`config.mk`:
```
export PLATFORM = sky130hd
export DESIGN_NAME = xadc_drp_scheduler_flat
export DESIGN_NICKNAME = d
export VERILOG_FILES = /design/src/rtl/xadc_drp_scheduler_if.sv /design/src/rtl/xadc_drp_scheduler.sv /design/src/flat_wrapper.sv
export SDC_FILE = /design/constraint.sdc
export NUM_CORES = 1
export LEC_CHECK = 0
export BUFFER_PORTS_ARGS = -buffer_cell sky130_fd_sc_hd__buf_2
export CAP_MARGIN = 10
export CELL_PAD_IN_SITES_DETAIL_PLACEMENT = 1
export CELL_PAD_IN_SITES_GLOBAL_PLACEMENT = 2
export CORE_ASPECT_RATIO = 1.4
export CORE_MARGIN = 2
export CORE_UTILIZATION = 27
export CTS_CLUSTER_DIAMETER = 150
export CTS_CLUSTER_SIZE = 16
export DETAILED_ROUTE_END_ITERATION = 7
export PLACE_DENSITY_LB_ADDON = 0.1
export SKIP_LAST_GASP = 1
export SLEW_MARGIN = 20
export SYNTH_ARGS = -nofsm -noshare
export SYNTH_HDL_FRONTEND = slang
export SYNTH_SLANG_ARGS = --single-unit
```
`constraint.sdc`:
```
create_clock -name clk -period 1.8 [get_ports clk]
set_clock_uncertainty 0.15 [all_clocks]
set_input_delay 0.18 -clock clk [delete_from_list [all_inputs] [get_ports clk]]
set_output_delay 0.18 -clock clk [all_outputs]
set_load 0.005 [all_outputs]
```
`src/rtl/xadc_drp_scheduler_if.sv`:
```
// ---------------------------------------------------------------------------
// xadc_drp_scheduler_if
//   Bundles the XADC-facing DRP/EOC signals and the tagged sample stream
//   that the scheduler produces for the downstream averagers.
//
//   Signals
//     eoc          XADC end-of-conversion level
//     drdy         XADC DRP data ready
//     do_in        XADC DRP read data (16 bits)
//     den          DRP enable pulse
//     daddr        DRP address (7 bits)
//     dwe          DRP write enable (always 0, reads only)
//     di           DRP write data (always 0)
//     sample_data  captured DRP word
//     sample_ch    channel index of sample_data
//     sample_valid one-cycle strobe qualifying sample_data/sample_ch
//
//   Modports
//     master  the scheduler side (drives DRP requests and the sample stream)
//     slave   the XADC / consumer side
// ---------------------------------------------------------------------------
interface xadc_drp_scheduler_if #(
    parameter int NUM_CH = 4
);
    localparam int CW = (NUM_CH > 1) ? $clog2(NUM_CH) : 1;

    logic          eoc;
    logic          drdy;
    logic [15:0]   do_in;
    logic          den;
    logic [6:0]    daddr;
    logic          dwe;
    logic [15:0]   di;
    logic [15:0]   sample_data;
    logic [CW-1:0] sample_ch;
    logic          sample_valid;

    modport master (
        input  eoc, drdy, do_in,
        output den, daddr, dwe, di, sample_data, sample_ch, sample_valid
    );

    modport slave (
        output eoc, drdy, do_in,
        input  den, daddr, dwe, di, sample_data, sample_ch, sample_valid
    );
endinterface

```
`src/rtl/xadc_drp_scheduler.sv`:
```
// ---------------------------------------------------------------------------
// xadc_drp_scheduler
//   Lets one XADC serve several auxiliary analog inputs. Every rising edge of
//   eoc triggers one DRP read of the next enabled channel in round-robin
//   order. The read word leaves as a one-cycle tagged strobe on the sample
//   stream. A read that never sees drdy is abandoned after TIMEOUT cycles.
//
//   Parameters
//     NUM_CH    number of scheduled channels (1..8)
//     CH_ADDRS  packed 7-bit DRP addresses, channel i at [7*i +: 7]
//     TIMEOUT   cycles spent waiting for drdy before giving up
//
//   Ports
//     clk          DRP clock, everything on the rising edge
//     reset        synchronous, active-high
//     bus          DRP request/response and sample stream (master side)
//     ch_enable    per-channel schedule mask, looked at only when picking
//     err_clr      one-cycle pulse clearing timeout_err and overrun
//     timeout_err  sticky: a read was abandoned for lack of drdy
//     overrun      sticky: an eoc edge was dropped because one was already queued
// ---------------------------------------------------------------------------
module xadc_drp_scheduler #(
    parameter int                  NUM_CH   = 4,
    parameter logic [7*NUM_CH-1:0] CH_ADDRS = {7'h16, 7'h1E, 7'h17, 7'h1F},
    parameter int                  TIMEOUT  = 63
) (
    input  logic                        clk,
    input  logic                        reset,
    xadc_drp_scheduler_if.master        bus,
    input  logic [NUM_CH-1:0]           ch_enable,
    input  logic                        err_clr,
    output logic                        timeout_err,
    output logic                        overrun
);
    localparam int CW = (NUM_CH > 1) ? $clog2(NUM_CH) : 1;
    localparam int TW = (TIMEOUT > 1) ? $clog2(TIMEOUT + 1) : 1;

    typedef enum logic [1:0] {
        S_IDLE,
        S_ISSUE,
        S_WAIT,
        S_STORE
    } state_t;

    state_t        state_q, state_d;
    logic          eoc_q;
    logic          pending_q, pending_d;
    logic          overrun_q, overrun_d;
    logic          timeout_q, timeout_d;
    logic [TW-1:0] counter_q, counter_d;
    logic [6:0]    daddr_q, daddr_d;
    logic [CW-1:0] ch_q, ch_d;
    logic [CW-1:0] last_q, last_d;
    logic [15:0]   data_q, data_d;
    logic [CW-1:0] sample_ch_q, sample_ch_d;

    logic          eoc_edge;
    logic          sel_found;
    logic [CW-1:0] sel_idx;

    always_ff @(posedge clk) begin
        if (reset) begin
            state_q     <= S_IDLE;
            eoc_q       <= 1'b0;
            pending_q   <= 1'b0;
            overrun_q   <= 1'b0;
            timeout_q   <= 1'b0;
            counter_q   <= '0;
            daddr_q     <= '0;
            ch_q        <= '0;
            // Pointing at the last channel makes channel 0 the first pick.
            last_q      <= CW'(NUM_CH - 1);
            data_q      <= '0;
            sample_ch_q <= '0;
        end else begin
            state_q     <= state_d;
            eoc_q       <= bus.eoc;
            pending_q   <= pending_d;
            overrun_q   <= overrun_d;
            timeout_q   <= timeout_d;
            counter_q   <= counter_d;
            daddr_q     <= daddr_d;
            ch_q        <= ch_d;
            last_q      <= last_d;
            data_q      <= data_d;
            sample_ch_q <= sample_ch_d;
        end
    end

    // Round-robin pick: first enabled channel after the last one served.
    always_comb begin
        sel_found = 1'b0;
        sel_idx   = '0;
        for (int i = 1; i <= NUM_CH; i++) begin
            if (!sel_found && ch_enable[(int'(last_q) + i) % NUM_CH]) begin
                sel_found = 1'b1;
                sel_idx   = CW'((int'(last_q) + i) % NUM_CH);
            end
        end
    end

    always_comb begin
        eoc_edge    = bus.eoc & ~eoc_q;
        state_d     = state_q;
        pending_d   = pending_q;
        overrun_d   = overrun_q;
        timeout_d   = timeout_q;
        counter_d   = counter_q;
        daddr_d     = daddr_q;
        ch_d        = ch_q;
        last_d      = last_q;
        data_d      = data_q;
        sample_ch_d = sample_ch_q;

        // Clear first so that a set later in this cycle takes priority.
        if (err_clr) begin
            overrun_d = 1'b0;
            timeout_d = 1'b0;
        end

        // While a read is in flight only one further event can be queued.
        if (state_q != S_IDLE && eoc_edge) begin
            if (pending_q) begin
                overrun_d = 1'b1;
            end else begin
                pending_d = 1'b1;
            end
        end

        case (state_q)
            S_IDLE: begin
                if (eoc_edge || pending_q) begin
                    // Serving a queued event while a new edge arrives keeps
                    // the new edge queued. With nothing enabled the event is
                    // simply consumed.
                    pending_d = pending_q && eoc_edge;
                    if (sel_found) begin
                        state_d = S_ISSUE;
                        daddr_d = CH_ADDRS[7*int'(sel_idx) +: 7];
                        ch_d    = sel_idx;
                    end
                end
            end
            S_ISSUE: begin
                state_d   = S_WAIT;
                counter_d = '0;
            end
            S_WAIT: begin
                if (bus.drdy) begin
                    data_d      = bus.do_in;
                    sample_ch_d = ch_q;
                    state_d     = S_STORE;
                end else if (counter_q == TW'(TIMEOUT - 1)) begin
                    // Give up, but still move the round-robin past this
                    // channel so a dead input cannot starve the others.
                    timeout_d = 1'b1;
                    last_d    = ch_q;
                    state_d   = S_IDLE;
                end else begin
                    counter_d = counter_q + 1'b1;
                end
            end
            S_STORE: begin
                last_d  = ch_q;
                state_d = S_IDLE;
            end
            default: begin
                state_d = S_IDLE;
            end
        endcase
    end

    assign bus.den          = (state_q == S_ISSUE);
    assign bus.daddr        = daddr_q;
    assign bus.dwe          = 1'b0;
    assign bus.di           = '0;
    assign bus.sample_data  = data_q;
    assign bus.sample_ch    = sample_ch_q;
    assign bus.sample_valid = (state_q == S_STORE);
    assign timeout_err      = timeout_q;
    assign overrun          = overrun_q;

endmodule

```
`src/flat_wrapper.sv`:
```
// flat-port wrapper written by rule: the top's interface ports become plain ports
module xadc_drp_scheduler_flat 
#(
    parameter int                  NUM_CH   = 4,
    parameter logic [7*NUM_CH-1:0] CH_ADDRS = {7'h16, 7'h1E, 7'h17, 7'h1F},
    parameter int                  TIMEOUT  = 63
)
  (clk, reset, ch_enable, err_clr, timeout_err, overrun, bus_eoc, bus_drdy, bus_do_in, bus_den, bus_daddr, bus_dwe, bus_di, bus_sample_data, bus_sample_ch, bus_sample_valid);
  xadc_drp_scheduler_if #(.NUM_CH(NUM_CH)) bus_i ();
  input  logic clk;
  input  logic reset;
  input  logic [NUM_CH-1:0] ch_enable;
  input  logic err_clr;
  output logic timeout_err;
  output logic overrun;
  input wire logic [$bits(bus_i.eoc)-1:0] bus_eoc;
  input wire logic [$bits(bus_i.drdy)-1:0] bus_drdy;
  input wire logic [$bits(bus_i.do_in)-1:0] bus_do_in;
  output wire logic [$bits(bus_i.den)-1:0] bus_den;
  output wire logic [$bits(bus_i.daddr)-1:0] bus_daddr;
  output wire logic [$bits(bus_i.dwe)-1:0] bus_dwe;
  output wire logic [$bits(bus_i.di)-1:0] bus_di;
  output wire logic [$bits(bus_i.sample_data)-1:0] bus_sample_data;
  output wire logic [$bits(bus_i.sample_ch)-1:0] bus_sample_ch;
  output wire logic [$bits(bus_i.sample_valid)-1:0] bus_sample_valid;
  assign bus_i.eoc = bus_eoc;
  assign bus_i.drdy = bus_drdy;
  assign bus_i.do_in = bus_do_in;
  assign bus_den = bus_i.den;
  assign bus_daddr = bus_i.daddr;
  assign bus_dwe = bus_i.dwe;
  assign bus_di = bus_i.di;
  assign bus_sample_data = bus_i.sample_data;
  assign bus_sample_ch = bus_i.sample_ch;
  assign bus_sample_valid = bus_i.sample_valid;
  xadc_drp_scheduler #(.NUM_CH(NUM_CH), .CH_ADDRS(CH_ADDRS), .TIMEOUT(TIMEOUT)) u_core (.clk(clk), .reset(reset), .bus(bus_i), .ch_enable(ch_enable), .err_clr(err_clr), .timeout_err(timeout_err), .overrun(overrun));
endmodule
```
==> impl_metrics.ini <==
[setup_path]
cp_slowest_stage_delay_ps = 480
rrSetupSlack_ps = 130
end_kind = register
path_cells = inv_1, ha_1, nand2_1, nor2_1, or4_1, a31oi_1
r2r-start = u_core.counter_q[0]$_SDFFE_PP0P_
timing.rr.end = u_core.counter_q[0]$_SDFFE_PP0P_
critPathArrivalTime_ps = 1740
critical_path_required_ps = 1870
cp-start-kind = register
criticalPathCategory = register to register
path_max_fanout = 4
rr_worst_depth = 6
cpMaxStageDelayCell = or4_1

[power_and_ir_drop]
p_leak_nw = 1.041
vdd.ir_drop.worst_v = 0.0003812
powerDensity_nw_per_um2 = 813.7

[placed_design]
gp_congestion = 0.7414
io_buffer_count = 51
post-place-cells = 338
dpl.hpwl_um = 3409

[clocking]
h-tree-depth = 2
post_cts_buffers = 0
holdBufCountCts = 17
ctsLongestPathBuffers = 2
cts-resized-gates = 0
clk_latency_ps = 290
cts_tree = done
cts.reportedPaths.clkPinSlew_ps = 80
cts.sinks = 37
clockRootBuffer = clkbuf_8
cts_buffers = 5

[worst_hold_path]
hold_start = err_clr
min_path_cells = 3
worstHoldEndpoint = u_core.overrun$_SDFF_PP0_
hold_class = primary input to register

[sta]
fin_crit_ps = 1666
rsz0062_at_grt = false
finalCritPeriodShare_pct = 92.55
fmax_mhz = 600.3
setup_viol = 0
fin_setup_tns_ps = 0
finalHoldViolations = 0
slew_viol_final = 0

[finish]
fin_cells = 363
final_layout_size_suffix_gt1_share_pct = 28.37
n_antenna_cell = 0
area_delta_synth_final_pct = 30.76
multiInputGateArea_um2 = 915.9
regArea_um2 = 740.7
layout_common_cells = buf_2 (51), nand2_1 (50), dfxtp_1 (37), a21oi_1 (27), conb_1 (19)
final_common_cell = buf_2
final_nets = 315
utilization_pct = 36.19
n_fill_cell = 837

[synth]
synthDistinctLibCells = 46
netlist_area_um2 = 1818
ys_seq_area_share_pct = 40.74
syn-instance-count = 217
ys_warn_count = 0
synth.ff_latch_count = 37
synth_ff_type = dfxtp_1
avgSynthCellArea_um2 = 8.378
async_flop_share_pct = 0
synth_edf_count = 0

[die]
boundaryPins = 71
fp-row-count = 35
die_area_um2 = 7415
start_util_pct = 27.68
die_h_um = 101.1
core_area_um2 = 6569
die_w_um = 73.35

[global_routing]
grt_usage_pct = 13.66
grt_max_degree = 22
grt_antenna_before_repair = 0
grt_overflow = 0
grt_pass1_wl_um = 7817
grt_pass1_vias = 1625

[routing]
routed_wl_um = 4783
ant_nets = 0
drt-initial-drc-count = 39
vias_per_cell = 4.540
vias = 1648
first_pass_iters = 4
wl_per_cell_um = 13.18
drc = 0

[status]
status = finished clean

[flow_run]
maxCapViolations = 0
worst max-delay path by stage:
stage	start	endpoint	slack, ps	cells past startpoint
CTS	u_core.counter_q[0]$_SDFFE_PP0P_	u_core.counter_q[0]$_SDFFE_PP0P_	130	6
global route	u_core.state_q[1]$_SDFFE_PP0P_	u_core.counter_q[2]$_SDFFE_PP0P_	10	4
detailed placement	u_core.counter_q[1]$_SDFFE_PP0P_	u_core.last_q[1]$_SDFFE_PP1P_	140	6
global placement	u_core.counter_q[1]$_SDFFE_PP0P_	u_core.last_q[1]$_SDFFE_PP1P_	180	6
finish	u_core.counter_q[0]$_SDFFE_PP0P_	u_core.counter_q[0]$_SDFFE_PP0P_	130	6
floorplan	u_core.counter_q[0]$_SDFFE_PP0P_	u_core.counter_q[0]$_SDFFE_PP0P_	120	6
per-layer routing:
| layer | GRT usage, % | share of wire [%] | vias up |
|---|---|---|---|
| li1 | - | - | 831 |
| met1 | 15.90 | 41 | 772 |
| met2 | 23.70 | 53 | 38 |
| met3 | 2.600 | 4.3 | 7 |
| met4 | 6.294 | 1.9 | 0 |
| met5 | 0 | 0 | - |
power breakdown:
part | internal (mW) | switching, mW
Clock | 0.451 | 0.316
Combinational | 0.134 | 0.148
Sequential | 0.853 | 0.0330
Yosys cell counts (2+ instances only):
| cell type | count | share of area [%] |
|---|---|---|
| nand2b_1 | 2 | 0.69 |
| buf_2 | 3 | 0.83 |
| o21a_1 | 2 | 0.83 |
| o211ai_2 | 2 | 1.4 |
| inv_1 | 9 | 1.9 |
| nand2_1 | 50 | 10 |
| ha_1 | 2 | 1.4 |
| a21oi_1 | 27 | 7.4 |
| nand3_1 | 3 | 0.83 |
| clkbuf_1 | 2 | 0.41 |
| nor2b_1 | 2 | 0.69 |
| nand2_2 | 2 | 0.69 |
| nand3_2 | 2 | 1.1 |
| dfxtp_1 | 37 | 41 |
| o211ai_1 | 2 | 0.83 |
| nor2_1 | 9 | 1.9 |
| or3_1 | 5 | 1.7 |
| buf_4 | 22 | 9.1 |
| mux2i_1 | 5 | 2.8 |
| or4_1 | 2 | 0.83 |
| a31oi_1 | 2 | 0.69 |
final cells by class:
type | instances | share of cell area (%)
clock inverters | 2 | 1.579
well taps | 74 | 3.895
flip-flops and latches | 37 | 31.16
repair buffers | 74 | 19.79
multi-input cells | 160 | 38.53
clock buffers | 6 | 3.474
inverters | 10 | 1.579
cells by family after synthesis:
kind of cell	count (synthesis)	synth area share [%]
fa+ha+maj	2	1.376
mux	5	2.753
buf+inv	38	12.59
compound gates	47	18.17
other cells	1	0.2063
simple gates	87	24.16
flops	37	40.74
registers in the layout, summed over array words and instances, names as in the netlist, 2 cells and up:
| register | cells |
|---|---|
| u_core.state_q | 2 |
| u_core.bus.sample_data | 16 |
| u_core.bus.sample_ch | 2 |
| u_core.counter_q | 6 |
| u_core.bus.daddr | 3 |
| u_core.ch_q | 2 |
| u_core.last_q | 2 |
worst max-delay path: cells and delay by family (launching register included):
| family | cells | cell delay, ps |
|---|---|---|
| adder cells (fa/ha/maj) | 1 | 200 |
| AND/OR/NAND/NOR | 3 | 680 |
| AO/OA/AOI/OAI | 1 | 160 |
| buffers and inverters | 1 | 70 |
| flip-flops | 1 | 330 |
per-stage QoR:
stage	power, mW	hold WS, ps	instance area, um^2	setup WS [ps]
after detailed placement	1.165	279.1	2087	140.8
after global placement	1.163	273.7	2087	178.2
after CTS	1.978	22.00	2377	127.6
after global routing	2.032	41.95	2377	11.21
final	1.934	28.81	2377	134.1
after floorplan	1.096	158.2	1886	119.3
No activity file was read; power rests on OpenSTA's default activity.
